==> config.mk <==
export PLATFORM = sky130hd
export DESIGN_NAME = vga_csc_out
export DESIGN_NICKNAME = d
export VERILOG_FILES = /design/src/rtl/vga_csc_out.sv
export SDC_FILE = /design/constraint.sdc
export NUM_CORES = 2
export LEC_CHECK = 0
export BUFFER_PORTS_ARGS = -buffer_cell sky130_fd_sc_hd__buf_2
export CAP_MARGIN = 5
export CORE_ASPECT_RATIO = 1.25
export CORE_MARGIN = 2
export CORE_UTILIZATION = 45
export CTS_CLUSTER_SIZE = 20
export DETAILED_ROUTE_END_ITERATION = 10
export PLACE_DENSITY = 0.63
export RECOVER_POWER = 25
export SYNTH_ARGS = -nofsm -noshare
export SYNTH_HDL_FRONTEND = slang
export SYNTH_SLANG_ARGS = --single-unit
==> constraint.sdc <==
create_clock -name clk -period 9.9 [get_ports clk]
set_input_delay 1.98 -clock clk [delete_from_list [all_inputs] [get_ports clk]]
set_output_delay 1.98 -clock clk [all_outputs]
set_load 0.01 [all_outputs]
==> src/rtl/vga_csc_out.sv <==
// vga_csc_out: RGB -> {RGB, YPbPr-601, YPbPr-709, limited RGB} output converter.
// Four-stage pipeline with a fixed latency; de and syncs are delayed to match.
// The requested format is latched only on the vsync leading edge and travels
// down the pipeline with its pixel.
// Optional build macro: VGA_CSC_BLANK_EN (force black while de_i is low).
module vga_csc_out #(
    parameter int unsigned IW     = 8,
    parameter int unsigned OW     = 8,
    parameter logic        VS_POL = 1'b1
) (
    input  logic            clk,
    input  logic            reset,
    input  logic [1:0]      mode_i,
    input  logic [3*IW-1:0] din,
    input  logic            de_i,
    input  logic            hsync_i,
    input  logic            vsync_i,
    input  logic            csync_i,
    output logic [3*OW-1:0] dout,
    output logic            de_o,
    output logic            hsync_o,
    output logic            vsync_o,
    output logic            csync_o,
    output logic [1:0]      mode_o
);

    typedef enum logic [1:0] {
        MODE_RGB = 2'd0,
        MODE_601 = 2'd1,
        MODE_709 = 2'd2,
        MODE_LIM = 2'd3
    } mode_e;

    // Sum width covers 3 x (OW-bit channel x 12-bit Q10 coefficient) plus rounding.
    localparam int unsigned S  = OW - 8;
    localparam int unsigned SW = OW + 13;

    localparam logic signed [SW-1:0] Y_LO  = SW'(16 << S);
    localparam logic signed [SW-1:0] Y_HI  = SW'(235 << S);
    localparam logic signed [SW-1:0] C_OFF = SW'(128 << S);
    localparam logic signed [SW-1:0] C_HI  = SW'(240 << S);
    localparam logic signed [SW-1:0] RND   = SW'(512);

    // Output lane 2 is the MSB field of dout: R / Pr; lane 1: G / Y; lane 0: B / Pb.
    // Column 0 = R, 1 = G, 2 = B.
    function automatic logic signed [11:0] coef(input mode_e m, input int unsigned lane,
                                                input int unsigned col);
        int r;
        int g;
        int b;
        r = 0;
        g = 0;
        b = 0;
        case (m)
            MODE_601: begin
                case (lane)
                    2: begin r = 450;  g = -377; b = -73; end
                    1: begin r = 263;  g = 516;  b = 100; end
                    0: begin r = -152; g = -298; b = 450; end
                    default: ;
                endcase
            end
            MODE_709: begin
                case (lane)
                    2: begin r = 450;  g = -409; b = -41; end
                    1: begin r = 187;  g = 629;  b = 63;  end
                    0: begin r = -103; g = -347; b = 450; end
                    default: ;
                endcase
            end
            MODE_LIM: begin
                r = (lane == 2) ? 879 : 0;
                g = (lane == 1) ? 879 : 0;
                b = (lane == 0) ? 879 : 0;
            end
            default: ;
        endcase
        return 12'((col == 0) ? r : ((col == 1) ? g : b));
    endfunction

    // Q10 -> integer, add the format offset, clamp to the legal video range.
    function automatic logic [OW-1:0] finish_lane(input logic signed [SW-1:0] sum,
                                                  input logic chroma);
        logic signed [SW-1:0] v;
        logic signed [SW-1:0] hi;
        hi = chroma ? C_HI : Y_HI;
        v  = (sum >>> 10) + (chroma ? C_OFF : Y_LO);
        if (v < Y_LO) begin
            v = Y_LO;
        end else if (v > hi) begin
            v = hi;
        end
        return v[OW-1:0];
    endfunction

    // ------------------------------------------------------------------
    // Channel scaling IW -> OW
    // ------------------------------------------------------------------
    logic [IW-1:0] ch_in [3];
    logic [OW-1:0] ch_sc [3];
    logic [OW-1:0] ch_s1 [3];

    for (genvar c = 0; c < 3; c++) begin : g_scale
        assign ch_in[c] = din[(3-c)*IW-1 -: IW];
        if (IW >= OW) begin : g_drop
            assign ch_sc[c] = ch_in[c][IW-1 -: OW];
        end else begin : g_rep
            assign ch_sc[c] = {ch_in[c], ch_in[c][IW-1 -: (OW-IW)]};
        end
`ifdef VGA_CSC_BLANK_EN
        // A zero pixel converts to each format's black level, so blanking
        // only needs to zero the channels ahead of the matrix.
        assign ch_s1[c] = de_i ? ch_sc[c] : '0;
`else
        assign ch_s1[c] = ch_sc[c];
`endif
    end

    // ------------------------------------------------------------------
    // Mode latch
    // ------------------------------------------------------------------
    logic  vs_prev_q;
    mode_e mode_q;
    mode_e mode_eff;
    logic  vs_edge;

    assign vs_edge  = (vsync_i == VS_POL) && (vs_prev_q != VS_POL);
    assign mode_eff = vs_edge ? mode_e'(mode_i) : mode_q;

    // ------------------------------------------------------------------
    // Pipeline registers
    // ------------------------------------------------------------------
    logic signed [SW-1:0] p_d   [3][3];
    logic signed [SW-1:0] p_q   [3][3];
    logic [3*OW-1:0]      raw1_q;
    mode_e                mode1_q;
    logic [3:0]           sy1_q;

    logic signed [SW-1:0] sum_d [3];
    logic signed [SW-1:0] sum_q [3];
    logic [3*OW-1:0]      raw2_q;
    mode_e                mode2_q;
    logic [3:0]           sy2_q;

    logic [OW-1:0]        cl_d  [3];
    logic [OW-1:0]        cl_q  [3];
    logic [3*OW-1:0]      raw3_q;
    mode_e                mode3_q;
    logic [3:0]           sy3_q;

    logic [3*OW-1:0]      dout_q;
    logic [3*OW-1:0]      dout_d;
    logic [3:0]           sy4_q;

    // S1 products: unsigned channel times signed Q10 coefficient
    always_comb begin
        for (int unsigned l = 0; l < 3; l++) begin
            for (int unsigned c = 0; c < 3; c++) begin
                p_d[l][c] = $signed(SW'(ch_s1[c])) * SW'(coef(mode_eff, l, c));
            end
        end
    end

    // S1 register: mode latch, edge history, products and raw pixel
    always_ff @(posedge clk) begin
        if (reset) begin
            mode_q    <= mode_e'(mode_i);
            vs_prev_q <= 1'b0;
            for (int unsigned l = 0; l < 3; l++) begin
                for (int unsigned c = 0; c < 3; c++) begin
                    p_q[l][c] <= '0;
                end
            end
            raw1_q  <= '0;
            mode1_q <= MODE_RGB;
            sy1_q   <= '0;
        end else begin
            mode_q    <= mode_eff;
            vs_prev_q <= vsync_i;
            p_q       <= p_d;
            raw1_q    <= {ch_s1[0], ch_s1[1], ch_s1[2]};
            mode1_q   <= mode_eff;
            sy1_q     <= {de_i, hsync_i, vsync_i, csync_i};
        end
    end

    // S2 per-lane sums with the rounding constant folded in
    always_comb begin
        for (int unsigned l = 0; l < 3; l++) begin
            sum_d[l] = p_q[l][0] + p_q[l][1] + p_q[l][2] + RND;
        end
    end

    // S2 register
    always_ff @(posedge clk) begin
        if (reset) begin
            for (int unsigned l = 0; l < 3; l++) begin
                sum_q[l] <= '0;
            end
            raw2_q  <= '0;
            mode2_q <= MODE_RGB;
            sy2_q   <= '0;
        end else begin
            sum_q   <= sum_d;
            raw2_q  <= raw1_q;
            mode2_q <= mode1_q;
            sy2_q   <= sy1_q;
        end
    end

    // S3 shift, offset and clamp; lanes 0/2 are chroma except in limited RGB
    always_comb begin
        for (int unsigned l = 0; l < 3; l++) begin
            cl_d[l] = finish_lane(sum_q[l], (l != 1) && (mode2_q != MODE_LIM));
        end
    end

    // S3 register
    always_ff @(posedge clk) begin
        if (reset) begin
            for (int unsigned l = 0; l < 3; l++) begin
                cl_q[l] <= '0;
            end
            raw3_q  <= '0;
            mode3_q <= MODE_RGB;
            sy3_q   <= '0;
        end else begin
            cl_q    <= cl_d;
            raw3_q  <= raw2_q;
            mode3_q <= mode2_q;
            sy3_q   <= sy2_q;
        end
    end

    // S4 format select: passthrough uses the scaled input untouched
    always_comb begin
        dout_d = {cl_q[2], cl_q[1], cl_q[0]};
        if (mode3_q == MODE_RGB) begin
            dout_d = raw3_q;
        end
    end

    // S4 output register
    always_ff @(posedge clk) begin
        if (reset) begin
            dout_q <= '0;
            sy4_q  <= '0;
        end else begin
            dout_q <= dout_d;
            sy4_q  <= sy3_q;
        end
    end

    assign dout    = dout_q;
    assign de_o    = sy4_q[3];
    assign hsync_o = sy4_q[2];
    assign vsync_o = sy4_q[1];
    assign csync_o = sy4_q[0];
    assign mode_o  = mode_q;

endmodule

==> summary.md <==
| Metric | Value |
|---|---|
| Result of the run | `finished with violations` |
| Violations in the final reports | `max-capacitance violations, max-slew violations` |
| Starting DRT DRC Count | `956` |
| Total clock sinks | `355` |
| Antenna violations before repair | `4` |
| Worst-case clock skew | `0.0158 ns` |
| Power consumption | `0.0124 W` |
| Slew Limit Headroom | `-274%` |
| Total overflow reported by the global router | `0` |
| Post-CTS setup buffer count | `0` |
| Main combinational cell family by area after synthesis | `adder cells` |
| Maximum buffer depth of the clock tree | `3` |
| Final Routed Wirelength | `81.1 mm` |
| Die Y-Extent | `308 um` |
| Number of buffers inserted by hold repair at cts | `0` |
| Vias in the first global route | `23700` |
| Cells after synthesis | `3596` |
| Number of max-capacitance violations reported | `2` |
| Cell total after placement | `4537` |
| Maximum clock rate | `0.120 GHz` |
| GRT Overall Usage | `22.1%` |
| Number of synthesis warnings | `0` |
| Initial Utilization | `45.3%` |
| Delay of the slowest cell on the worst path | `3.85 ns` |
| Library cells used by synthesis | `71` |
| Final std cell area, no fill | `0.0358 sq mm` |
| Standard cell with the maximum stage delay on the critical path | `clkbuf_1` |
| Slew at the pin closest to its max-slew limit | `5.61 ns` |
| Wirelength per Cell | `17.6 um` |
| Fill cell total of the finished layout | `6823` |
| Commonest cells after routing, fill and taps aside | `inv_1 (729), ha_1 (525), fa_1 (367)` |
| CP max FO | `110` |
| Clock buffer count from CTS | `39` |
| Antenna viol nets, final | `0` |
| Die ar. | `0.0759 sq mm` |
| Top-level I/O count | `62` |
| Synthesis-to-finish area growth | `7.95%` |
| Detailed-route DRC error count | `0` |
| Compound-gate portion of the synthesized area | `8.51%` |
| Leading cell type in the layout, fill and taps excluded | `inv_1` |
| Static Leak | `18.7 nW` |
| Reg2Reg Capture Point | `p_q[18]$_SDFF_PP0_` |
| Number of synthesized flops with an enable pin | `0` |
| I/O Buffers | `61` |
| Power per cell area | `345 mW/mm^2` |
| Top cells by area, synth | `fa_1 (22%), dfxtp_1 (21%), ha_1 (20%)` |
| CTS root buffer | `clkbuf_16` |
| Clk Latency, worst-skew pair | `0.57 ns` |
| Clock tree from TritonCTS | `done` |
| Cell Area, Synth | `0.0332 sq mm` |
| Global placer's final weighted congestion | `0.889` |
| Via count | `22800` |
| Area post-placement | `0.0344 sq mm` |
| Fin Hold WS | `0.432 ns` |
| Setup repair after global routing missed its margin | `false` |
| Number of storage elements in the synthesis netlist | `355` |
| Number of failing setup endpoints in the final timing report | `0` |
| Type of the worst min-delay path | `reg2reg` |
| H-tree depth | `2` |
| Most used flip-flop cell after synthesis | `dfxtp_1` |
| Number of standard cells in the layout, taps in and fillers out | `4611` |
| Setup Crit Path Kind | `in2reg` |
| Post-Synth Adder-Cell Area | `42.0%` |
| Clock transition at the register clock pins on the worst setup and hold paths after CTS | `0.06 ns` |
| Launch instance of the worst register-to-register path | `sy1_q[1]$_SDFF_PP0_` |
| Post-synthesis simple-gate area fraction | `13.2%` |
| Share of final-layout standard cells stronger than drive strength 1 | `5.18%` |
| XOR/XNOR Fraction of Synth Area | `5.17%` |
| Total of cells resized after clock tree synthesis | `0` |
| Data arrival time of the critical path | `8.79 ns` |
| Worst setup path start | `reset` |
| Mux cell area share after synthesis | `0.354%` |
| Hold violation count in the final report | `0` |
| Worst endpoint required time | `10.35 ns` |
| Post-layout net count | `4543` |
| Std cell rows | `111` |
| First drt pass iteration count | `5` |
| Synthesized netlist net count | `4521` |
| Ys async rst share | `0%` |
| CP startpoint kind | `input pin` |
| Clock period minus worst slack | `8.35 ns` |
| CP cell instances | `clkbuf_1 -> inv_2 -> and4b_1 -> a221o_1` |
| Proportion of synthesized chip area in sequential cells | `21.4%` |
| Worst R2R Setup Slack | `2.96 ns` |
| Maximum number of pins on one net before global-route repair | `111` |
| First-pass GRT wire length | `129 mm` |
| Vias per std cell | `4.95` |
| Capturing element type of the critical path | `flop` |
| Area fraction of the dominant cell type after synthesis | `22.1%` |
| Pins over their slew limit | `156` |
| Setup Total Neg Slack | `0 ns` |
| Mean Syn Cell Area | `9.23 sq um` |
| Final period utilization | `84.3%` |
| Cell taking the most area after synthesis | `fa_1` |
| Final HPWL DP | `68.3 mm` |
| End point of the critical path | `p_q[102]$_SDFF_PP0_` |
| Die extent in x | `247 um` |
| VDD IR-drop max | `255 uV` |
| Standard cell core area | `0.0732 sq mm` |
| Worst Reg2Reg Path Length in Cells | `21` |
## critical path: cells and delay by family
kind | cells | cell delay [ns]
buffers and inverters | 2 | 5.78
and+or+nand+nor | 1 | 0.70
AOI/OAI and AO/OA | 1 | 0.27
## worst min path at each step
stage	to	slack [ns]	startpoint	cells after the start
after floorplan	mode2_q[0]$_SDFF_PP0_	0.41	mode1_q[0]$_SDFF_PP0_	1
after global placement	raw3_q[0]$_SDFF_PP0_	0.42	raw2_q[0]$_SDFF_PP0_	1
after detailed placement	raw2_q[17]$_SDFF_PP0_	0.42	raw1_q[17]$_SDFF_PP0_	1
after CTS	raw2_q[17]$_SDFF_PP0_	0.44	raw1_q[17]$_SDFF_PP0_	1
after global routing	sy3_q[1]$_SDFF_PP0_	0.44	sy2_q[1]$_SDFF_PP0_	1
final	raw3_q[21]$_SDFF_PP0_	0.43	raw2_q[21]$_SDFF_PP0_	1
## report_power, final
part / switching (W) / total (W) / internal [W]
sequential: 0.000252 / 0.00208 / 0.00182
clock: 0.000627 / 0.00154 / 0.000914
combinational: 0.00515 / 0.00875 / 0.00360
total: 0.00603 / 0.0124 / 0.00634
## state kept, by name, indices dropped and copies added (netlist names), 4 cells and up
register / cells
cl_q: 24
dout: 24
p_q: 178
raw1_q: 24
raw2_q: 24
raw3_q: 24
sum_q: 33
sy1_q: 4
sy2_q: 4
sy3_q: 4
sy4_q: 4
## cell usage after synthesis, types with 5 or more instances
library cell  count
o21a_1           33
a211oi_1         30
ha_1            526
clkbuf_1         89
xnor2_1         104
nand3_1          41
a31o_2            5
mux2i_1           5
nand2b_1         41
or2_2            22
nor3_1           33
or3_1            10
and3_1           26
a21oi_1         159
o21bai_1         14
nor3b_1           6
nor2_1          244
a211o_1           7
nand4_1           7
o21ai_0          68
xor2_1           92
o41ai_1           9
o211ai_1          7
dfxtp_1         355
fa_1            367
a21o_1           45
nand2_1         183
nor2b_1         186
a31oi_1          13
o31a_1            5
inv_1           730
and2_1           56
mux2_2            5
## cell type report
cell class / instances / area, sq um / share of cell area (%)
flip-flops and latches: 355 / 7110 / 19.8
inverters: 731 / 2740 / 7.66
clock buffers: 52 / 1120 / 3.14
clock inverters: 20 / 259 / 0.723
diodes: 2 / 5.00 / 0.0140
multi-input cells: 2417 / 23000 / 64.2
well taps: 960 / 1200 / 3.35
repair buffers: 74 / 398 / 1.11
## metal layers
| layer | up-vias | track usage, % | part of all wire, % |
|---|---|---|---|
| met4 | 4 | 9.22 | 4.5 |
| met1 | 10900 | 27.1 | 43 |
| met2 | 376 | 39.0 | 50 |
| met5 | - | 0 | 0.020 |
| met3 | 125 | 2.38 | 3.2 |
| li1 | 11400 | - | - |
## metrics by stage
step	worst slack, ns	utilization [%]
global placement	1.63	47.1
global route	0.909	48.9
CTS	2.00	49.0
floorplan	2.10	-
finish	1.55	48.9
detailed placement	1.41	47.1
## cell families after synthesis
group / count (synthesis)
AOI/OAI and AO/OA: 439
buffers and inverters: 824
and+or+nand+nor: 876
adders and majority gates: 895
xor gates and xnor gates: 196
muxes: 11
DFF: 355
No activity file was read; power rests on OpenSTA's default activity.
